### config.mk
export PLATFORM = sky130hd
export DESIGN_NAME = midi_message_decoder
export DESIGN_NICKNAME = d
export VERILOG_FILES = /design/src/rtl/midi_message_decoder_pkg.sv /design/src/rtl/midi_message_decoder.sv
export SDC_FILE = /design/constraint.sdc
export NUM_CORES = 1
export LEC_CHECK = 0
export BUFFER_PORTS_ARGS = -buffer_cell sky130_fd_sc_hd__buf_2
export CAP_MARGIN = 5
export CELL_PAD_IN_SITES_DETAIL_PLACEMENT = 2
export CELL_PAD_IN_SITES_GLOBAL_PLACEMENT = 2
export CORE_AREA = 2 2 84 86
export CTS_CLUSTER_SIZE = 14
export DETAILED_ROUTE_END_ITERATION = 6
export DIE_AREA = 0 0 86 88
export PLACE_DENSITY = 0.8
export SLEW_MARGIN = 15
export SYNTH_ARGS = -nofsm -noshare
export SYNTH_HDL_FRONTEND = slang
export SYNTH_SLANG_ARGS = --single-unit
### constraint.sdc
create_clock -name clk -period 3.1 [get_ports clk]
set_clock_uncertainty 0.1 [all_clocks]
set_input_delay 0.465 -clock clk [delete_from_list [all_inputs] [get_ports clk]]
set_output_delay 0.465 -clock clk [all_outputs]
set_load 0.005 [all_outputs]
### src/rtl/midi_message_decoder_pkg.sv
// MIDI protocol types shared by the UART front end, the message decoder and the voice logic.
// Latency: n/a (types, constants and one pure helper function).
// Backpressure: n/a.
package MIDI;

  // Bit 7 of every received byte tells status bytes apart from data bytes.
  typedef enum logic {
    DATA_BYTE   = 1'b0,
    STATUS_BYTE = 1'b1
  } byte_type_t;

  // Upper nibble of a channel status byte.
  typedef enum logic [3:0] {
    NOTE_OFF         = 4'h8,
    NOTE_ON          = 4'h9,
    POLY_PRESSURE    = 4'hA,
    CONTROL_CHANGE   = 4'hB,
    PROGRAM_CHANGE   = 4'hC,
    CHANNEL_PRESSURE = 4'hD,
    PITCH_BEND       = 4'hE
  } message_type_t;

  typedef enum logic {
    OFF = 1'b0,
    ON  = 1'b1
  } note_status_t;

  // Controller numbers the synth parameter registers respond to.
  typedef enum logic [6:0] {
    WAVEFORM = 7'd21,
    DETUNE   = 7'd22,
    ATTACK   = 7'd24,
    DECAY    = 7'd25,
    SUSTAIN  = 7'd26,
    RELEASE  = 7'd27,
    VOLUME   = 7'd28
  } controller_t;

  typedef struct packed {
    note_status_t status;
    logic [6:0]   note;
    logic [6:0]   velocity;
  } note_change_t;

  typedef struct packed {
    controller_t controller;
    logic [6:0]  value;
  } control_change_t;

  typedef enum logic [1:0] {
    NO_STATUS = 2'd0,
    WAIT_D1   = 2'd1,
    WAIT_D2   = 2'd2,
    SKIP      = 2'd3
  } decoder_state_t;

  localparam logic [3:0] SYSTEM_PREFIX = 4'hF;
  localparam logic [7:0] REALTIME_MIN  = 8'hF8;

  function automatic logic is_known_controller(input logic [6:0] num);
    case (num)
      7'd21, 7'd22, 7'd24, 7'd25, 7'd26, 7'd27, 7'd28: return 1'b1;
      default:                                        return 1'b0;
    endcase
  endfunction

endpackage

### src/rtl/midi_message_decoder.sv
// Byte-level MIDI decoder: running status, channel filter, note and control-change extraction.
// Latency: valid pulse is registered, high for one cycle after the edge sampling the completing byte.
// Backpressure: none; every byte_valid strobe is consumed and every pulse must be taken downstream.
//
// Ports:
//   clk, rst_n        clock, asynchronous active-low reset
//   byte_valid/data   one strobe per received UART byte
//   note_valid/change one-cycle pulse with {status, note, velocity}
//   cc_valid/control_change  one-cycle pulse with {controller, value}
//   channel           channel of the last emitted message (held between pulses)
module midi_message_decoder
  import MIDI::*;
#(
  parameter logic [3:0] CHANNEL = 4'd0,
  parameter bit         OMNI    = 1'b1
) (
  input  logic                                clk,
  input  logic                                rst_n,
  input  logic                                byte_valid,
  input  logic [7:0]                          byte_data,
  output logic                                note_valid,
  output logic [$bits(note_change_t)-1:0]     note_change,
  output logic                                cc_valid,
  output logic [$bits(control_change_t)-1:0]  control_change,
  output logic [3:0]                          channel
);

  decoder_state_t  state_q, state_d;
  logic [3:0]      run_type_q, run_type_d;
  logic [3:0]      run_chan_q, run_chan_d;
  logic [6:0]      d1_q, d1_d;
  logic            expect2_q, expect2_d;
  logic            note_valid_q, note_valid_d;
  logic            cc_valid_q, cc_valid_d;
  note_change_t    note_q, note_d;
  control_change_t cc_q, cc_d;
  logic [3:0]      chan_q, chan_d;

  // Completed-message strobe and its data bytes, valid only in the cycle of completion.
  logic            msg_done;
  logic [6:0]      msg_d1;
  logic [6:0]      msg_d2;

  always_ff @(posedge clk or negedge rst_n) begin
    if (!rst_n) begin
      state_q      <= NO_STATUS;
      run_type_q   <= '0;
      run_chan_q   <= '0;
      d1_q         <= '0;
      expect2_q    <= 1'b0;
      note_valid_q <= 1'b0;
      cc_valid_q   <= 1'b0;
      note_q       <= '0;
      cc_q         <= '0;
      chan_q       <= '0;
    end else begin
      state_q      <= state_d;
      run_type_q   <= run_type_d;
      run_chan_q   <= run_chan_d;
      d1_q         <= d1_d;
      expect2_q    <= expect2_d;
      note_valid_q <= note_valid_d;
      cc_valid_q   <= cc_valid_d;
      note_q       <= note_d;
      cc_q         <= cc_d;
      chan_q       <= chan_d;
    end
  end

  always_comb begin
    state_d      = state_q;
    run_type_d   = run_type_q;
    run_chan_d   = run_chan_q;
    d1_d         = d1_q;
    expect2_d    = expect2_q;
    note_valid_d = 1'b0;
    cc_valid_d   = 1'b0;
    note_d       = note_q;
    cc_d         = cc_q;
    chan_d       = chan_q;
    msg_done     = 1'b0;
    msg_d1       = d1_q;
    msg_d2       = '0;

    if (byte_valid) begin
      if (byte_data[7] == STATUS_BYTE) begin
        if (byte_data >= REALTIME_MIN) begin
          // Real-time bytes may interleave anywhere; the parse is left untouched.
        end else if (byte_data[7:4] == SYSTEM_PREFIX) begin
          run_type_d = '0;
          run_chan_d = '0;
          state_d    = SKIP;
        end else begin
          // A new channel status always restarts parsing, dropping any partial message.
          run_type_d = byte_data[7:4];
          run_chan_d = byte_data[3:0];
          expect2_d  = !((byte_data[7:4] == PROGRAM_CHANGE) ||
                         (byte_data[7:4] == CHANNEL_PRESSURE));
          state_d    = WAIT_D1;
        end
      end else begin
        case (state_q)
          WAIT_D1: begin
            d1_d = byte_data[6:0];
            if (expect2_q) begin
              state_d = WAIT_D2;
            end else begin
              msg_done = 1'b1;
              msg_d1   = byte_data[6:0];
            end
          end
          WAIT_D2: begin
            msg_done = 1'b1;
            msg_d1   = d1_q;
            msg_d2   = byte_data[6:0];
            state_d  = WAIT_D1;  // running status: next data byte starts a new message
          end
          default: ;
        endcase
      end
    end

    if (msg_done && (OMNI || (run_chan_q == CHANNEL))) begin
      case (run_type_q)
        NOTE_ON, NOTE_OFF: begin
          note_valid_d    = 1'b1;
          // Note-on with zero velocity is the common note-off idiom.
          note_d.status   = ((run_type_q == NOTE_ON) && (msg_d2 != 7'd0)) ? ON : OFF;
          note_d.note     = msg_d1;
          note_d.velocity = msg_d2;
          chan_d          = run_chan_q;
        end
        CONTROL_CHANGE: begin
          if (is_known_controller(msg_d1)) begin
            cc_valid_d      = 1'b1;
            cc_d.controller = controller_t'(msg_d1);
            cc_d.value      = msg_d2;
            chan_d          = run_chan_q;
          end
        end
        default: ;
      endcase
    end
  end

  assign note_valid     = note_valid_q;
  assign note_change    = note_q;
  assign cc_valid       = cc_valid_q;
  assign control_change = cc_q;
  assign channel        = chan_q;

endmodule
After elaboration in Yosys (flattened, before gate mapping). Index checks and enable logic that the tools add are counted.

Output and inout bits: 35. Bits in registers: 53. Bits of input ports: 11. Word-level logic and storage cells: 79.

Equal/unequal tests: 18. Magnitude comparators: 1. Reduce and logical (&&, ||, !) cells: 15. Mux-type cells: 29. Bitwise logic cells: 3.

Operator list (count): $eq A7 B5 Y1 const B (7); $mux W7 (7); $eq A4 B4 Y1 const B (6); $mux W1 (12); $mux W4 (3); $reduce_and A3 Y1 (4); $ge A8 B8 Y1 const B (1); $mux W2 (4); $pmux W4 S2 (1); $reduce_and A4 Y1 (2); $reduce_bool A7 Y1 (1); $reduce_or A7 Y1 (1); $ne A2 B2 Y1 const B (2); $pmux W2 S2 (1); $ne A3 B3 Y1 const B (1); $not A1 Y1 (3); $reduce_bool A3 Y1 (1); $eq A2 B1 Y1 const B (1); $eq A2 B2 Y1 const B (1); $pmux W1 S2 (1); $reduce_and A2 Y1 (1); $reduce_bool A2 Y1 (1); $reduce_or A2 Y1 (1); $logic_and A1 B1 Y1 (1); 2 further kinds (2).

Depth between registers and ports, before layout. Gate-level depths: netlist (run 1).

Depth in word-level cells: 12. Gate-level depth with buffers: 9. Gate-level depth less buffers: 8.

Worst setup path after synthesis (run 1). Ideal clock, no wire load.

Path kind: register to register. From: register state_q[1]. To: register cc_q, in the netlist control_change[4]. Slack: 0.693 ns. Period minus slack after synthesis: 2.407 ns. Library setup time: 0.125 ns. Data arrival time: 2.182 ns. Required time: 2.875 ns. Cell stages (with the launch flop): 10. Buffers on the path: 2. Cell sequence: dfrtp_1 inv_1 ha_1 nor2b_1 and2_1 buf_6 or3_4 a211oi_4 buf_6 mux2_4.

Cells in the longest elaborated chain, start to end: 10. Elaborated cells between the ends (all ways): 23. Classes of those cells: eq/ne: 9; mux: 12; reduce/logical: 2.

RTL lines: from (decl) (line midi_message_decoder.sv:28) `decoder_state_t state_q, state_d;`; from (signal assigned) (line midi_message_decoder.sv:57) `state_q <= state_d;`; $eq A2 B1 Y1 (line midi_message_decoder.sv:102) `case (state_q)`; $mux W7 (line midi_message_decoder.sv:102); $mux W7 (line midi_message_decoder.sv:86) `if (byte_data[7] == STATUS_BYTE) begin`; $mux W7 (line midi_message_decoder.sv:85) `if (byte_valid) begin`; $eq A7 B5 Y1 (line midi_message_decoder_pkg.sv:61) `case (num)`; $reduce_or A7 Y1 (line midi_message_decoder_pkg.sv:61); $mux W1 (line midi_message_decoder_pkg.sv:61); $mux W1 (line midi_message_decoder.sv:124) `case (run_type_q)`; $mux W1 (line midi_message_decoder.sv:123) `if (msg_done && (OMNI || (run_chan_q == CHANNEL))) begin`; $reduce_and A3 Y1 (no line); to (signal assigned) (line midi_message_decoder.sv:54) `cc_q <= '0;`; to (signal assigned) (line midi_message_decoder.sv:65) `cc_q <= cc_d;`; to (decl) (line midi_message_decoder.sv:36) `control_change_t cc_q, cc_d;`.

Several ways; a longest one is shown, not always the timed one. The select of a mux whose other input is x is not followed. A chain may end at the register's enable or synchronous reset.

Worst setup path after layout (run 1).
From: register state_q[1]. To: register cc_q, in the netlist control_change[3].

Same word-level chain as after synthesis.

==> results of run 1 <==
[layout make-up]
type	instances	area, sq um
clock inverters	1	30.0
multi-input cells	119	933
clock buffers	7	86.3
inverters	6	22.5
fillers	688	3880
repair buffers	50	263
well taps	80	100
flip-flops and latches	53	1330
[worst min-delay path by stage]
stage / end / cells past startpoint / slack, ns
6_report: run_type_q[0] / 1 / 0.05
5_1_grt: run_type_q[0] / 1 / 0.08
4_1_cts: run_type_q[0] / 1 / 0.07
3_5_place_dp: control_change[11] / 1 / 0.35
3_3_place_gp: control_change[11] / 1 / 0.35
2_1_floorplan: cc_valid / 0 / 0.07
[routing by layer]
| layer | up-vias | global-route usage [%] | wire length [microns] |
|---|---|---|---|
| li1 | 756 | - | - |
| met3 | 5 | 3.11 | 160 |
| met2 | 29 | 30.9 | 3160 |
| met4 | 0 | 5.92 | 93 |
| met5 | - | 0 | 0 |
| met1 | 853 | 21.6 | 2600 |
[cells by family (layout without fill, tap and decap cells)]
| family | Yosys count | after routing |
|---|---|---|
| AOI/OAI and AO/OA | 26 | 26 |
| buffers and inverters | 13 | 64 |
| DFF | 53 | 53 |
| adders and majority gates | 2 | 2 |
| muxes | 36 | 36 |
| and+or+nand+nor | 55 | 55 |
[sequential cells by signal, indices dropped and copies added, names as in the netlist]
name,flops
cc_valid,1
channel,4
control_change,14
d1_q,7
expect2_q,1
note_change,15
note_valid,1
run_chan_q,4
run_type_q,4
state_q,2
[metrics by stage]
stage               std cells  util [%]  worst slack [ns]  area, sq um
finish                    316      41.6             0.471         2760
global route              316      41.6             0.345         2760
CTS                       316      41.6             0.459         2760
detailed placement        308      39.8             0.413         2650
global placement          308      39.8             0.483         2650
floorplan                 185         -             0.693         2330
[cell usage in the layout, fill, tap and decap left out, types with 5 or more instances in the layout]
| cell | netlist | routed |
|---|---|---|
| mux2_2 | 25 | 25 |
| buf_4 | 0 | 5 |
| clkbuf_8 | 0 | 6 |
| o21ai_0 | 9 | 9 |
| a22o_1 | 6 | 6 |
| nor2b_1 | 5 | 5 |
| and3_1 | 9 | 9 |
| nor2_1 | 8 | 8 |
| mux2i_1 | 6 | 6 |
| mux2_4 | 5 | 5 |
| dfrtp_1 | 53 | 53 |
| nand2_1 | 17 | 17 |
| buf_2 | 2 | 45 |
| inv_1 | 6 | 6 |
[report_power, final]
part           switching, mW  internal, mW  leakage (nW)  total [mW]
Clock                  0.225         0.264        0.0585       0.488
Sequential             0.102         0.828         0.690       0.930
Combinational          0.231         0.229         0.686       0.460
==> qor.yml, run 1 <==
drcViolationCount: 0
setup_violations: 0
rr_worst_depth: 9
worst_setup_hold_path_clk_slew_ns: 0.09
synth_edf_count: 0
post_cts_resized: 0
drt_pass1_iterations: 4
timing.critical_path.cells: "inv_1 -> ha_1 -> nor2b_1 -> and2_1 -> buf_4 -> or3_4 -> a211oi_4 -> buf_4 -> mux2_2"
postSynthCellCount: 185
path_class: "reg -> reg"
max_cap_violations: 0
row_count: 30
timing.hold.ws_ns: 0.0529
fp.dieH_microns: 88
route.detailed.wl_per_inst_microns: 19.0
critPathRequiredTime_ns: 3.19
period_minus_slack_ns: 2.63
synth-seq-area-share_pct: 57.0
critPathLaunchType: "flip-flop"
floorplan.die.width_microns: 86
gr-usage-all-layers_pct: 17.5
cts_setup_buffers: 0
cts_sinks: 53
final_min_period_over_clock_period_pct: 84.8
placement.io_buffers: 45
timing_hold_violations_final: 0
grt_overflow_total: 0
yosys_warnings: 0
drtAntennaViolNets: 0
top_level_ports: 46
vias: 1643
antenna_found_initial: 0
fp.dieArea_sq_mm: 0.00757
drive_gt1_share_pct: 38.6
run_status: "completed"
crit_buf_inv: 3
clk_latency_ns: 0.31
relSlewSlack_pct: 58.9
drt_iter0_markers: 42
route.detailed.vias_per_inst: 5.20
rsz_0062_raised_after_global_routing: "no"
critical-path-slowest-cell: "dfrtp_1"
final_nets: 248
compound_gate_portion_of_the_synthesized_area_pct: 8.28
synth.ff_latch_count: 53
p_leak_nw: 1.44
setup.worst_path.start: "state_q[1]"
gpl.final_weighted_congestion: 0.783
synth_flop_cell: "dfrtp_1"
place.detailed.hpwl_mm: 4.48
cp_top_family: "simple AND/OR/NAND/NOR gates"
clock_tree_from_tritoncts: "built"
vdd_drop_max_mv: 0.220
synth_area_sq_mm: 0.00233
synthMostInstantiatedCell: "dfrtp_1"
synth.area.mux_share_pct: 17.9
start_util_pct: 35.0
synth_top_family_by_area: "multiplexers"
synth.lib_cells_used.distinct: 37
cts_hold_buf: 0
most_common_cell_type_on_the_critical_path: "buf_4"
routed_wl_mm: 6.02
design.core.area_sq_mm: 0.00664
crit_path_end_kind: "flip-flop"
max_freq_mhz: 380
endpoint: "control_change[3]"
critical_path.max_stage_delay_ns: 0.39
power-per-cell-area_mw_per_mm2: 680
areaGrowthSynthToFinish_pct: 18.7
critical_path_depth: 9
synth.cells.most_frequent: "53 x dfrtp_1, 25 x mux2_2, 17 x nand2_1, 9 x and3_1, 9 x o21ai_0"
post_syn_area_per_cell_sq_um: 12.6
async_reset_ff_share_pct: 100
number_of_global_route_vias_before_repair: 1826
critical_r2r_capture: "control_change[3]"
cts_inserted_buffers: 5
worst_hold_path_type: "in -> async"
clock_tree.root_cell: "clkbuf_8"
h_tree_level_count: 2
synthDominantCellAreaShare_pct: 57.0
synth_area_leader_cell: "dfrtp_1"
synth-simple-area-share_pct: 12.9
largest_cells_by_area_after_synthesis: "dfrtp_1 57%, mux2_2 12%, mux2_4 3.2%, nand2_1 2.7%, mux2i_1 2.6%"
cts_max_path_buffers: 2
worst-path-max-fanout: 15
slew_violations: 0
synth.net_count: 198
worst_r2r_startpoint: "state_q[1]"
yosys.area_share.xor_xnor_pct: 0
grt_start_max_net_pins: 30
arrival_ns: 2.72
worst-slew-pin-transition_ns: 0.615
post_synth_fa_ha_maj_area_fraction_pct: 1.08
total_power_mw: 1.88
diodes: 0
slack_of_the_worst_reg_to_reg_path_ns: 0.47
wire_length_of_the_first_global_routing_pass_mm: 9.98
fin_setup_tns_ns: 0
Power figures use the tool's default switching activity.
==> run 2: changes to the inputs <==
- ABC_AREA: not set -> 1
- CORE_AREA: 2 2 84 86 -> 2 2 95 97
- DIE_AREA: 0 0 86 88 -> 0 0 97 99
- PLACE_DENSITY: 0.8 -> 0.76
- clock period: 3.1 -> 2.25 ns (I/O delays scaled with it)
==> run 2 against run 1 <==
  * Count of clock-buffer cells in the layout shrank 2
  * Non-clock buffer count grew 12
  * Global-route usage shrank 2.2 points
  * Maximum frequency grew 22%
  * Flip-flop and latch count is the same
  * Combinational power grew 120%
  * Via count grew 29%
  * Highest routed layer unchanged
  * Final cell count grew 43%
  * Core utilization shrank 5.4 points
  * Largest cell class unchanged
  * Synthesized cell count grew 50%
  * Register-to-register slack lost 0.38 ns
==> qor.yml, run 2 <==
final_cells: 451  # +43%
clock_tree.root_cell: "clkbuf_8"
synth_area_sq_mm: 0.00242  # +4.2%
grt_start_max_net_pins: 31  # +3.3%
synth_area_leader_cell: "dfrtp_1"
fp.dieArea_sq_mm: 0.00960  # +27%
fp.dieH_microns: 99  # +13%
power-per-cell-area_mw_per_mm2: 922  # +36%
critPathRequiredTime_ns: 2.36  # -0.83 ns
drive_gt1_share_pct: 33.2  # -5.3 points
synth_edf_count: 0  # unchanged
synth-simple-area-share_pct: 25.1  # +12 points
rsz_0062_raised_after_global_routing: "yes"
clock_tree_from_tritoncts: "built"
vdd_drop_max_mv: 0.327  # +48%
row_count: 34  # +13%
h_tree_level_count: 2  # unchanged
async_reset_ff_share_pct: 100  # unchanged
timing.hold.ws_ns: 0.183  # +0.130 ns
synth_flop_cell: "dfrtp_1"
synth_top_family_by_area: "simple AND/OR/NAND/NOR gates"
vias: 2113  # +29%
drt_iter0_markers: 47  # +12%
critPathLaunchType: "flip-flop"
final_cell_mix: "82 x nand2_1, 53 x dfrtp_1, 45 x buf_2"
synthDominantCellAreaShare_pct: 54.7  # -2.3 points
worst_hold_path_type: "in -> reg"
worst-slew-pin-transition_ns: 0.609  # -0.00563 ns
synth.net_count: 291  # +47%
period_minus_slack_ns: 2.16  # -0.467 ns
utilization_pct: 36.1  # -5.4 points
worst-path-max-fanout: 15  # unchanged
design.core.area_sq_mm: 0.00855  # +29%
floorplan.die.width_microns: 97  # +13%
post_synth_fa_ha_maj_area_fraction_pct: 1.03  # -0.043 points
setup_violations: 0  # unchanged
route.detailed.wl_per_inst_microns: 16.0  # -16%
final_min_period_over_clock_period_pct: 96.1  # +11 points
routed_wl_mm: 7.23  # +20%
drt_pass1_iterations: 4  # unchanged
dpl.cell_count: 435  # +41%
path_class: "reg -> reg"
finish.instance_area_sq_mm: 0.00309  # +12%
synth.cells.most_frequent: "88 x nand2_1, 53 x dfrtp_1, 25 x inv_1, 17 x nor2_1, 15 x o21ai_0"
synth.ff_latch_count: 53  # unchanged
cts_inserted_buffers: 5  # unchanged
max_freq_mhz: 462  # +22%
crit_path_end_kind: "flip-flop"
place_area_sq_mm: 0.00282  # +6.8%
top_level_ports: 46  # unchanged
run_status: "completed"
p_leak_nw: 1.63  # +13%
start_util_pct: 28.3  # -6.7 points
yosys_warnings: 0  # unchanged
max_cap_violations: 0  # unchanged
place.detailed.hpwl_mm: 5.28  # +18%
arrival_ns: 2.27  # -0.45 ns
areaGrowthSynthToFinish_pct: 27.5
placement.io_buffers: 45  # unchanged
synth-seq-area-share_pct: 54.7  # -2.3 points
synthMostInstantiatedCell: "nand2_1"
drtAntennaViolNets: 0  # unchanged
route.detailed.vias_per_inst: 4.69  # -9.9%
wire_length_of_the_first_global_routing_pass_mm: 11.7  # +17%
number_of_global_route_vias_before_repair: 2221  # +22%
slew_violations: 0  # unchanged
filler_cell_count: 1000  # +45%
largest_cells_by_area_after_synthesis: "dfrtp_1 55%, nand2_1 14%, inv_1 3.9%, o21ai_2 3.6%, o21ai_0 3.1%"
timing.hold.worst.start: "byte_data[6]"
post_syn_area_per_cell_sq_um: 8.72  # -31%
compound_gate_portion_of_the_synthesized_area_pct: 11.6  # +3.3 points
gpl.final_weighted_congestion: 0.791  # +1.0%
antenna_found_initial: 0  # unchanged
worst_r2r_startpoint: "state_q[1]"
synth.area.mux_share_pct: 0  # -18 points
yosys.area_share.xor_xnor_pct: 0  # unchanged
setup.worst_path.start: "state_q[1]"
final_nets: 355  # +43%
grt_overflow_total: 0  # unchanged
relSlewSlack_pct: 59.4  # +0.46 points
largest_reg_flops: 15  # unchanged
clk_latency_ns: 0.31  # about the same
worst_setup_hold_path_clk_slew_ns: 0.10  # about the same
drcViolationCount: 0  # unchanged
gr-usage-all-layers_pct: 15.3  # -2.2 points
cts_max_path_buffers: 2  # unchanged
cts_sinks: 53  # unchanged
postSynthCellCount: 278  # +50%
diodes: 0  # unchanged
synth.lib_cells_used.distinct: 27  # -27%
most_frequent_standard_cell_in_the_layout_excluding_fill_and_tap_cells: "nand2_1"
timing_hold_violations_final: 0  # unchanged
run 2: changes by cell type after synthesis, sizes merged, moves of 9 or more:
| cell | change |
|---|---|
| nand3 | +9 |
| and3 | -9 |
| nor2 | +14 |
| o21ai | +26 |
| mux2 | -30 |
| inv | +30 |
| nand2 | +74 |
run 2: worst paths after layout:
kind	slack [ns]	cells after the start	endpoint
hold reg to reg	0.38	1	control_change[11]
hold / removal	0.18	3	d1_q[6]
setup reg to reg	0.09	12	control_change[6]
setup / recovery	0.09	12	control_change[6]
min in group asynchronous	0.46	2	state_q[1]
max in group asynchronous	1.01	3	note_change[6]
run 2: final cells by class:
class	instances	area (sq um)	area share, %
inverter	36	135	4.37
clock inverter	3	21.3	0.688
sequential	53	1330	42.9
clock buffer	5	68.8	2.23
tap	108	135	4.37
multi-input combinational	184	1020	33.1
timing repair buffer	62	380	12.3
run 2: critical path, cell delays in order, from the launching register on:
cell and delay [ns]:
dfrtp_1 0.41, inv_2 0.08, ha_4 0.14, inv_2 0.06
nor2_4 0.22, nand2_8 0.11, o21ai_4 0.23, nor2_1 0.12
nor2_4 0.15, nand4_4 0.13, buf_12 0.18, nand2_1 0.08
o21ai_2 0.05
run 2: cell families after synthesis:
logic type | after synthesis
simple gates | 136
buf+inv | 42
fa+ha+maj | 2
flops | 53
compound gates | 45
run 2: repair_timing:
item                                    4_1_cts  5_1_grt
pin swaps                                     1        5
gates cloned                                  0        1
buffers inserted                              2        4
hold endpoints to repair                     23        0
hold buffers                                  1        0
endpoints found under the setup margin        7       18
resized for setup                             5       18
run 2: stage by stage:
step | power [mW] | worst slack (ns) | setup TNS, ns
floorplan | 1.80 | 0.286 | 0
finish | 2.85 | 0.0877 | 0
global placement | 2.12 | 0.0786 | 0
global route | 3.06 | -0.0201 | -0.0740
detailed placement | 2.17 | -0.00207 | -0.00207
CTS | 2.77 | 0.0106 | 0
run 2: routing by layer:
metal  track usage, %  part of all wire, %
met1             20.2                   47
met2             26.4                   50
met3             2.34                  2.4
met4             4.23                  1.1
met5                0                    0
run 2: power by group:
group,internal [mW],switching [mW]
Combinational,0.400,0.614
Clock,0.222,0.339
Sequential,1.15,0.121
==> run 3: changes to the inputs <==
- CORE_AREA: 2 2 95 97 -> 2 2 91 93
- DIE_AREA: 0 0 97 99 -> 0 0 93 95
- PLACE_DENSITY: 0.76 -> 0.79
- clock period: 2.25 -> 2.4 ns (I/O delays scaled with it)
==> run 3 against run 2 <==
  * The run now ends with negative hold slack left
  * Flip-flop and latch count is the same
  * Core utilization is 2.0 points higher
  * Register-to-register slack is essentially flat
  * Largest power group unchanged
  * Highest routed layer unchanged
==> qor.yml, run 3 (same netlist as run 2, synthesis figures left out) <==
rr_worst_depth: 14  # +2
placement.io_buffers: 45  # unchanged
worst-path-max-fanout: 8  # -7
worst-slew-pin-transition_ns: 0.699  # +0.0891 ns
routed_wl_mm: 7.22  # -0.17%
clk_latency_ns: 0.30  # about the same
setup_violations: 0  # unchanged
gpl.final_weighted_congestion: 0.785  # -0.78%
drtAntennaViolNets: 0  # unchanged
max_freq_mhz: 432  # -6.5%
vias: 2089  # -1.1%
drt_pass1_iterations: 4  # unchanged
grt_overflow_total: 0  # unchanged
route.detailed.vias_per_inst: 4.72  # +0.65%
timing_hold_violations_final: 2  # +2
number_of_global_route_vias_before_repair: 2281  # +2.7%
floorplan.die.width_microns: 93  # -4.1%
place.detailed.hpwl_mm: 5.41  # +2.5%
final_min_period_over_clock_period_pct: 96.3  # +0.24 points
gr-usage-all-layers_pct: 17.0  # +1.6 points
fp.dieH_microns: 95  # -4.0%
place_area_sq_mm: 0.00280  # -0.75%
dpl.cell_count: 428  # -1.6%
row_count: 33  # -2.9%
arrival_ns: 2.42  # +0.15 ns
relSlewSlack_pct: 53.4  # -5.9 points
timing.hold.ws_ns: -0.00247  # -0.186 ns
drcViolationCount: 0  # unchanged
timing.critical_path.cells: "inv_2 -> ha_4 -> inv_2 -> nor2_4 -> nand2_4 -> nand2_1 -> nand2_2 -> nand2_2 -> nor2_1 -> nor2_4 -> nand4_4 -> buf_12 -> nand2_1 -> o21ai_2"
areaGrowthSynthToFinish_pct: 24.8
diodes: 0  # unchanged
most_frequent_standard_cell_in_the_layout_excluding_fill_and_tap_cells: "nand2_1"
fp.dieArea_sq_mm: 0.00884  # -8.0%
cts_inserted_buffers: 5  # unchanged
worst_setup_hold_path_clk_slew_ns: 0.10  # about the same
grt_start_max_net_pins: 28  # -9.7%
slew_violations: 0  # unchanged
power-per-cell-area_mw_per_mm2: 885  # -4.0%
cts_sinks: 53  # unchanged
antenna_found_initial: 0  # unchanged
drive_gt1_share_pct: 30.5  # -2.8 points
wire_length_of_the_first_global_routing_pass_mm: 11.7  # +0.47%
clock_tree_from_tritoncts: "built"
critPathLaunchType: "flip-flop"
finish.instance_area_sq_mm: 0.00303  # -2.1%
worst_hold_path_type: "in -> async"
top_level_ports: 46  # unchanged
cts_hold_buf: 0  # -1
largest_reg_flops: 15  # unchanged
route.detailed.wl_per_inst_microns: 16.3  # +1.6%
failed_checks: "negative hold slack"
final_cell_mix: "86 x nand2_1, 53 x dfrtp_1, 45 x buf_2"
critical_path.max_stage_delay_ns: 0.40  # about the same
crit_path_end_kind: "flip-flop"
vdd_drop_max_mv: 0.352  # +7.9%
clock_tree.root_cell: "clkbuf_8"
run_status: "finished, violations left"
start_util_pct: 30.6  # +2.2 points
drt_iter0_markers: 114  # +140%
final_nets: 350  # -1.4%
critical-path-slowest-cell: "dfrtp_1"
design.core.area_sq_mm: 0.00793  # -7.3%
worst_r2r_startpoint: "state_q[1]"
final_cells: 443  # -1.8%
path_class: "reg -> reg"
cts_max_path_buffers: 2  # unchanged
max_cap_violations: 0  # unchanged
p_leak_nw: 1.62  # -0.26%
h_tree_level_count: 2  # unchanged
slack_of_the_worst_reg_to_reg_path_ns: 0.09  # about the same
critical_r2r_capture: "control_change[1]"
critPathRequiredTime_ns: 2.50  # +0.14 ns
period_minus_slack_ns: 2.31  # +0.150 ns
run 3: power breakdown:
part	total, mW	internal [mW]	switching, mW	leakage, nW
clock network	0.612	0.314	0.298	0.0554
logic	0.871	0.326	0.545	0.878
registers	1.19	1.08	0.113	0.691
run 3: per-layer routing:
metal	vias up	track usage, %	part of all wire [%]
met2	32	31.2	53
met4	0	2.57	0.37
met5	-	0	0
met1	1052	21.5	44
met3	2	2.71	2.5
li1	1003	-	-
run 3: how the worst max path moves through the flow:
| stage | start | endpoint | cells after the start |
|---|---|---|---|
| floorplan | state_q[1] | control_change[10] | 13 |
| global placement | state_q[1] | control_change[7] | 14 |
| detailed placement | state_q[1] | control_change[7] | 14 |
| CTS | state_q[1] | control_change[7] | 14 |
| global route | state_q[1] | control_change[5] | 14 |
| finish | state_q[1] | control_change[1] | 14 |
run 3: stage by stage:
step / setup TNS [ns] / setup slack [ns] / total power, mW / utilization, %
2_1_floorplan: 0 / 0.436 / 1.69 / -
3_3_place_gp: 0 / 0.213 / 1.97 / 35.4
3_5_place_dp: 0 / 0.0706 / 2.03 / 35.4
4_1_cts: 0 / 0.0370 / 2.65 / 36.8
5_1_grt: -0.136 / -0.0279 / 2.88 / 38.2
6_report: 0 / 0.0878 / 2.68 / 38.2
run 3: final cells by class:
cell class / instances / area [sq um]
Clock inverter: 2 / 38.8
Clock buffer: 6 / 72.6
Inverter: 36 / 135
Fill cell: 932 / 4900
Sequential cell: 53 / 1330
Tap cell: 105 / 131
Multi-Input combinational cell: 184 / 963
Timing Repair Buffer: 57 / 358
run 3: worst max-delay path, delay by kind of cell (launching register included):
kind | cells | cell delay [ns]
adders and majority gates | 1 | 0.14
DFF | 1 | 0.40
AOI/OAI and AO/OA | 1 | 0.06
buffers and inverters | 3 | 0.34
and+or+nand+nor | 9 | 1.16
run 3: repair_timing:
item,CTS,global route
endpoints found under the setup margin,0,15
buffers inserted,0,5
resized for setup,0,9
